--- config.mk ---
export PLATFORM = sky130hd
export DESIGN_NAME = instr_encoder_loader
export DESIGN_NICKNAME = d
export VERILOG_FILES = /design/src/rtl/instr_encoder_loader.sv
export SDC_FILE = /design/constraint.sdc
export NUM_CORES = 1
export LEC_CHECK = 0
export CAP_MARGIN = 20
export CORE_AREA = 3 3 117 119
export DETAILED_ROUTE_END_ITERATION = 10
export DIE_AREA = 0 0 120 122
export HOLD_SLACK_MARGIN = 0.1
export PLACE_DENSITY = 0.82
export SLEW_MARGIN = 15
export SYNTH_ARGS = -nofsm -noshare
export SYNTH_HDL_FRONTEND = slang
export SYNTH_SLANG_ARGS = --single-unit
--- constraint.sdc ---
create_clock -name clk -period 1.97 [get_ports clk]
set_input_delay 0.4925 -clock clk [delete_from_list [all_inputs] [get_ports clk]]
set_output_delay 0.4925 -clock clk [all_outputs]
set_load 0.01 [all_outputs]
--- src/rtl/instr_encoder_loader.sv ---
// instr_encoder_loader: encodes LEGv8 requests (in_valid/in_ready, op/rd/rn/rm/shamt/imm) into 32-bit words written via wr_en/wr_addr/wr_data/wr_ack, with count/full/err/err_code status
module instr_encoder_loader #(
  parameter int ADDR_W = 32,
  parameter logic [ADDR_W-1:0] BASE_ADDR = '0,
  parameter int DEPTH = 64,
  parameter int CNT_W = 7
) (
  input  logic              clk,
  input  logic              reset,
  input  logic              clear,
  input  logic              in_valid,
  output logic              in_ready,
  input  logic [3:0]        op,
  input  logic [4:0]        rd,
  input  logic [4:0]        rn,
  input  logic [4:0]        rm,
  input  logic [5:0]        shamt,
  input  logic [25:0]       imm,
  output logic              wr_en,
  output logic [ADDR_W-1:0] wr_addr,
  output logic [31:0]       wr_data,
  input  logic              wr_ack,
  output logic [CNT_W-1:0]  count,
  output logic              full,
  output logic              err,
  output logic [1:0]        err_code
);
  typedef enum logic [1:0] {IDLE, ENC, WRITE} state_t;
  state_t state_q, state_d;
  logic [3:0] op_q, op_d;
  logic [4:0] rd_q, rd_d, rn_q, rn_d, rm_q, rm_d;
  logic [5:0] shamt_q, shamt_d;
  logic [25:0] imm_q, imm_d;
  logic [31:0] wr_data_q, wr_data_d, word;
  logic [ADDR_W-1:0] wr_addr_q, wr_addr_d;
  logic [CNT_W-1:0] count_q, count_d;
  logic [1:0] err_code_q, err_code_d, code;
  logic fit9, fit19;
  assign fit9  = &imm_q[25:8] | ~|imm_q[25:8];
  assign fit19 = &imm_q[25:18] | ~|imm_q[25:18];
  always_comb begin
    word = '0;
    code = 2'b00;
    case (op_q)
      4'd0: begin
        word = {10'b1001000100, imm_q[11:0], rn_q, rd_q};
        code = |imm_q[25:12] ? 2'b10 : 2'b00;
      end
      4'd1: word = {11'b10101011000, rm_q, 6'b000000, rn_q, rd_q};
      4'd2: word = {11'b11101011000, rm_q, 6'b000000, rn_q, rd_q};
      4'd3: word = {11'b10011011000, rm_q, 6'b011111, rn_q, rd_q};
      4'd4: word = {11'b11010011011, 5'b00000, shamt_q, rn_q, rd_q};
      4'd5: word = {11'b11010011010, 5'b00000, shamt_q, rn_q, rd_q};
      4'd6: begin
        word = {11'b11111000010, imm_q[8:0], 2'b00, rn_q, rd_q};
        code = fit9 ? 2'b00 : 2'b10;
      end
      4'd7: begin
        word = {11'b11111000000, imm_q[8:0], 2'b00, rn_q, rd_q};
        code = fit9 ? 2'b00 : 2'b10;
      end
      4'd8: word = {6'b000101, imm_q};
      4'd9: begin
        word = {8'b01010100, imm_q[18:0], 5'b01011};
        code = fit19 ? 2'b00 : 2'b10;
      end
      4'd10: begin
        word = {8'b10110100, imm_q[18:0], rd_q};
        code = fit19 ? 2'b00 : 2'b10;
      end
      default: code = 2'b01;
    endcase
  end
  assign full     = count_q == CNT_W'(DEPTH);
  assign in_ready = (state_q == IDLE) && !full;
  assign wr_en    = state_q == WRITE;
  assign wr_addr  = wr_addr_q;
  assign wr_data  = wr_data_q;
  assign count    = count_q;
  assign err      = (state_q == ENC) && |code;
  assign err_code = err ? code : err_code_q;
  always_comb begin
    state_d    = state_q;
    op_d       = op_q;
    rd_d       = rd_q;
    rn_d       = rn_q;
    rm_d       = rm_q;
    shamt_d    = shamt_q;
    imm_d      = imm_q;
    wr_data_d  = wr_data_q;
    wr_addr_d  = wr_addr_q;
    count_d    = count_q;
    err_code_d = err_code_q;
    case (state_q)
      IDLE: begin
        if (clear) begin
          wr_addr_d = BASE_ADDR;
          count_d   = '0;
        end else if (in_valid && in_ready) begin
          op_d    = op;
          rd_d    = rd;
          rn_d    = rn;
          rm_d    = rm;
          shamt_d = shamt;
          imm_d   = imm;
          state_d = ENC;
        end
      end
      ENC: begin
        if (|code) begin
          err_code_d = code;
          state_d    = IDLE;
        end else begin
          wr_data_d = word;
          state_d   = WRITE;
        end
      end
      WRITE: begin
        if (wr_ack) begin
          wr_addr_d = wr_addr_q + ADDR_W'(4);
          count_d   = count_q + CNT_W'(1);
          state_d   = IDLE;
        end
      end
      default: state_d = IDLE;
    endcase
  end
  always_ff @(posedge clk) begin
    if (reset) begin
      state_q    <= IDLE;
      op_q       <= '0;
      rd_q       <= '0;
      rn_q       <= '0;
      rm_q       <= '0;
      shamt_q    <= '0;
      imm_q      <= '0;
      wr_data_q  <= '0;
      wr_addr_q  <= BASE_ADDR;
      count_q    <= '0;
      err_code_q <= 2'b00;
    end else begin
      state_q    <= state_d;
      op_q       <= op_d;
      rd_q       <= rd_d;
      rn_q       <= rn_d;
      rm_q       <= rm_d;
      shamt_q    <= shamt_d;
      imm_q      <= imm_d;
      wr_data_q  <= wr_data_d;
      wr_addr_q  <= wr_addr_d;
      count_q    <= count_d;
      err_code_q <= err_code_d;
    end
  end
endmodule
Word level (Yosys, flattened, before mapping)
Cells that the tools add are included.
{"block": "word_totals", "inputBits": 56, "word_cells": 74, "out_inout_bits": 77, "reg_bits": 126}
{"block": "op_classes", "n_reduce_logical": 23, "add_sub_neg": 2, "n_mux": 17, "bitwise": 4, "n_eq_ne": 17}
{"cell": "case mux 32 bit (11 select lines)", "count": 1}
{"cell": "2-to-1 mux 32 bit", "count": 2}
{"cell": "case mux 32 bit (2 select lines)", "count": 1}
{"cell": "adder 32 x 3 -> 32 bit (second input constant)", "count": 1}
{"cell": "AND reduction 18 bit", "count": 1}
{"cell": "OR reduction 18 bit", "count": 1}
{"cell": "== test 4 x 3 -> 1 bit (second input constant)", "count": 4}
{"cell": "2-to-1 mux 2 bit", "count": 8}
{"cell": "2-to-1 mux 7 bit", "count": 2}
{"cell": "case mux 7 bit (2 select lines)", "count": 1}
{"cell": "OR reduction 14 bit", "count": 1}
{"cell": "== test 4 bit (second input constant)", "count": 3}
{"cell": "AND reduction 3 bit", "count": 3}
{"cell": "== test 4 x 2 -> 1 bit (second input constant)", "count": 2}
{"cell": "case mux 2 bit (4 select lines)", "count": 1}
{"cell": "AND reduction 8 bit", "count": 1}
{"cell": "OR reduction 8 bit", "count": 1}
{"cell": "adder 7 x 1 -> 7 bit (second input constant)", "count": 1}
{"cell": "== test 7 bit (second input constant)", "count": 1}
{"cell": "case mux 2 bit (3 select lines)", "count": 1}
{"cell": "OR reduction 2 bit", "count": 3}
{"cell": "OR reduction 6 bit", "count": 1}
{"cell": "== test 4 x 1 -> 1 bit (second input constant)", "count": 1}
{"cell": "logical NOT 4 bit", "count": 1}
{"cell": "other kinds (11)", "count": 20}

Logic depth before layout (Yosys ltp)
{"block": "logic_depth", "word_depth": 8, "mapped_depth": 10, "ltp_nobuf": 8}

Worst setup path before layout
Ideal clock, no wire load.
{"block": "synth_path", "path_kind": "reg2reg", "start": "register count_q[0], in the netlist count[0]", "end": "register imm_q[10]", "slack_ns": -0.206, "t_required_ns": 1.838, "arrival_ns": 2.043, "setup_ns": 0.132, "n_path_buf": 2, "stages_incl_launch_ff": 11, "period_less_slack_ns": 2.176, "cell_sequence": "dfxtp_1 -> inv_1 -> ha_1 -> or4b_1 -> nor3b_2 -> nor3_1 -> and3b_1 -> clkbuf_1 -> clkbuf_1 -> nand2_1 -> a21oi_1"}
{"block": "synth_via", "elab_chain_len": 5}
{"element": "start: declaration", "line": "36", "text": "logic [CNT_W-1:0] count_q, count_d;"}
{"element": "start signal: assignment", "line": "151", "text": "count_q <= count_d;"}
{"element": "== test 7 bit", "line": "74", "text": "assign full = count_q == CNT_W'(DEPTH);"}
{"element": "via full", "line": "24", "text": "output logic full,"}
{"element": "logical NOT 1 bit", "line": "75", "text": "assign in_ready = (state_q == IDLE) && !full;"}
{"element": "logical AND 1 bit", "line": "75"}
{"element": "via in_ready", "line": "12", "text": "output logic in_ready,"}
{"element": "logical AND 1 bit", "line": "99", "text": "end else if (in_valid && in_ready) begin"}
{"element": "AND reduction 3 bit (no source line)"}
{"element": "end signal: assignment", "line": "148", "text": "imm_q <= imm_d;"}
{"element": "end: declaration", "line": "33", "text": "logic [25:0] imm_q, imm_d;"}
The timed path passes the listed nets, and every way through them passes these cells.
A chain may end at the register's enable or synchronous reset.

Final worst setup path
{"block": "layout_path", "start": "register imm_q[19]", "end": "output port err_code[0]"}
{"block": "layout_via", "elab_chain_len": 8, "elab_cells_between_ends": 16, "cone_classes": "mux (5); bitwise (2); reduce/logical (9)"}
{"element": "OR reduction 18 bit or OR reduction 8 bit (tied branches)", "line": "39, 40"}
{"element": "logical NOT 1 bit (on tied branches)", "line": "39, 40"}
{"element": "bitwise OR 1 bit (on tied branches)", "line": "39, 40"}
{"element": "2-to-1 mux 2 bit (on tied branches)"}
{"element": "case mux 2 bit (4 select lines) *", "line": "44", "text": "case (op_q)"}
{"element": "OR reduction 2 bit *", "line": "80", "text": "assign err = (state_q == ENC) && |code;"}
{"element": "logical AND 1 bit *", "line": "80"}
{"element": "2-to-1 mux 2 bit *", "line": "81", "text": "assign err_code = err ? code : err_code_q;"}
{"element": "end: declaration", "line": "26", "text": "output logic [1:0] err_code"}
Mark *: on every way between the ends. The rest lies on a longest branch, timed or not.

==> out/qor.yml <==
violations: "negative setup slack"
crit_start: "imm_q[19]"
cts_tree: "yes"
endpoint_kind: "output pin"
final_area_um2: 10210
combPwrFrac_pct: 17.7
async_flop_share_pct: 0
power_switching_mw: 1.998
fin_crit_ns: 2.663
hold_class: "in -> reg"
max_freq_ghz: 0.3755
cp.required_ns: 1.48
setup_violations: 90
vias: 6588
fin_util_pct: 80.57
min_period_over_period_pct: 135.2
yosysUniqueCellTypes: 52
antenna_found_initial: 0
drv_slew: 0
pin_count: 133
r2r_cells: 7
ir_drop_mv: 0.6894
start_util_pct: 45.30
ys_warn_count: 0
hold_buffers: 0
wl_mm: 24.44
layout-drive-gt1-share_pct: 43.21
drtIter0Drc: 954
p_sw_share_pct: 26.40
synth-seq-cells: 124
clkSinkCount: 124
tns_ns: -26.83
clk-insertion-delay-late_ns: 0.42
relSlewSlack_pct: 36.67
routedWlPerCell_um: 22.36
cts-root-buf: "clkbuf_16"
syn_inst: 696
final_common_cell: "clkdlybuf4s50_1"
rsz0062_at_grt: "yes"
fin_ws_ns: -0.6932
grt_pass1_vias: 6310
crit_type: "reg -> out"
worstMarginPinSlew_ns: 0.9427
ys_seq_area_share_pct: 43.24
post_dp_cell_area_um2: 7710
htree_levels: 4
dr.pass1.iters: 9
ant_nets: 0
globalRouteOverflowTotal: 0
die_x_um: 120
rows: 41
regToRegSetupSlack_ns: -0.50
areaGrowthSynthToFinish_pct: 77.83
nets: 967
p_seq_share_pct: 35.8
vias_per_cell: 6.027
io_buffers: 130
grt_max_degree: 44
p_total_mw: 7.567
p_leak_nw: 3.933
cts_inserted_buffers: 17
core-area_um2: 12670
grt_pass1_wl_mm: 34.58
clkSlewWorstSetupHoldPaths_ns: 0.06
syn-cell-area_um2: 5741
die_area_um2: 14640
ys.flop_type: "dfxtp_1"
cp-start-kind: "flop"
crit_path_max_fanout: 4
endpoint: "err_code[0]"
antenna_cells: 0
p_per_area_nw_per_um2: 741.3
grt_use_total_pct: 30.20
remaining_drc_errors: 0
status: "finished with violations"
final_cell_mix: "122 x clkdlybuf4s50_1, 116 x dfxtp_1, 76 x buf_4"
nFillCells: 689
r2r_start: "op_q[1]"
cp.arrival_ns: 2.17
avgSynthCellArea_um2: 8.248
clock_skew_ns: 0.007551
cts.path.max_buffers: 2
hold_viol_final: 0
drv_cap: 0
synth_edf_count: 0
p_clk_share_pct: 46.5
dp_hpwl_mm: 12.74
fp.dieH_um: 122
internal-power_mw: 5.569
r2r_end: "wr_data[20]"
place.gp.congestion: 1.006
[critical path: stages (launching register included)]
cell and delay [ns]:
dfxtp_1 0.47, nand4_1 0.19, or2_4 0.29, a32o_2 0.31, a21oi_4 0.18, nor2_4 0.06, nor2_4 0.12, buf_6 0.11
[cell usage after synthesis, types with 4 or more instances]
library cell / number / share of area (%)
nor2_1: 54 / 3.5
clkbuf_1: 22 / 1.4
and2_1: 7 / 0.76
xor2_1: 26 / 4.0
a211oi_1: 4 / 0.52
nor2b_1: 7 / 0.76
xnor2_1: 6 / 0.92
buf_6: 4 / 0.78
a22oi_1: 10 / 1.3
a21oi_1: 103 / 9.0
nand3_1: 23 / 2.0
inv_1: 5 / 0.33
nor4_1: 5 / 0.54
buf_4: 7 / 0.92
nand2b_1: 4 / 0.44
mux2_2: 5 / 0.98
nand4_1: 9 / 0.98
buf_2: 16 / 1.4
and3_1: 10 / 1.1
a22o_1: 4 / 0.61
dfxtp_1: 124 / 43
and4_1: 6 / 0.92
o21ai_0: 18 / 1.6
a211oi_2: 18 / 3.9
nand2_1: 129 / 8.4
a222oi_1: 13 / 2.3
nor3_1: 19 / 1.7
or3_1: 5 / 0.54
[final cells by class]
type                            instances  area [um2]  share of cell area (%)
Clock buffer                           19       452.9                   4.437
Clock inverter                         13       211.5                   2.071
Inverter                                5       18.77                  0.1838
Multi-Input combinational cell        517        4238                   41.51
Sequential cell                       124        2495                   24.44
Tap cell                              172       215.2                   2.108
Timing Repair Buffer                  243        2577                   25.25
[registers in the layout (all words and copies together), names as in the netlist]
name        count
count           7
rd_q            5
imm_q          26
rn_q            5
wr_data        32
wr_addr        30
rm_q            5
op_q            4
state_q         2
shamt_q         6
err_code_q      2
[metal layers]
| metal | vias up | global-route usage [%] | routed length [um] |
|---|---|---|---|
| met3 | 120 | 7.660 | 2154 |
| met4 | 0 | 13.46 | 1278 |
| met1 | 3150 | 37.94 | 9032 |
| li1 | 2890 | - | - |
| met5 | - | 0 | 0 |
| met2 | 428 | 49.10 | 11980 |
[worst min-delay path by stage]
| stage | start | end | slack [ns] | cells past startpoint |
|---|---|---|---|---|
| floorplan | shamt_q[2] | shamt_q[2] | 0.43 | 2 |
| global placement | shamt_q[0] | shamt_q[0] | 0.44 | 2 |
| detailed placement | shamt_q[3] | shamt_q[3] | 0.45 | 2 |
| CTS | reset | imm_q[15] | 0.44 | 2 |
| global route | reset | imm_q[13] | 0.46 | 2 |
| finish | reset | imm_q[15] | 0.48 | 2 |
[kinds of logic (layout without fill, tap and decap cells)]
| logic type | Yosys count | after routing | share of synthesized area [%] |
|---|---|---|---|
| AND/OR/NAND/NOR | 289 | 289 | 23.19 |
| AO/OA/AOI/OAI | 185 | 185 | 21.56 |
| flip-flops | 124 | 124 | 43.24 |
| buffers and inverters | 56 | 280 | 5.253 |
| XOR/XNOR | 32 | 32 | 4.882 |
| multiplexers | 6 | 6 | 1.155 |
| adder cells (fa/ha/maj) | 3 | 3 | 0.6539 |
| other | 1 | 2 | 0.06533 |
[stage by stage]
step	setup slack (ns)	cells	hold slack, ns
after floorplan	-0.08126	697	0.4338
after global placement	-0.7166	1032	0.4443
after detailed placement	-0.7505	1032	0.4540
after CTS	-0.6398	1098	0.4434
after global routing	-0.7553	1093	0.4610
final	-0.6932	1093	0.4785
[repair_timing]
action | 4_1_cts | 5_1_grt
gates resized for setup | 230 | 164
buffers inserted | 23 | 9
setup endpoints to repair | 92 | 92
pin swaps | 85 | 113
cloned | 18 | 0
[power by group through the flow]
stage          sequential (mW)  clock, mW  combinational, mW
2_1_floorplan             2.71          0              0.406
3_3_place_gp              2.71          0              0.799
3_5_place_dp              2.72          0              0.807
4_1_cts                   2.68       3.51               1.20
5_1_grt                   2.71       3.65               1.38
6_report                  2.71       3.52               1.34
Note: power is estimated with default switching activity, not from simulation.
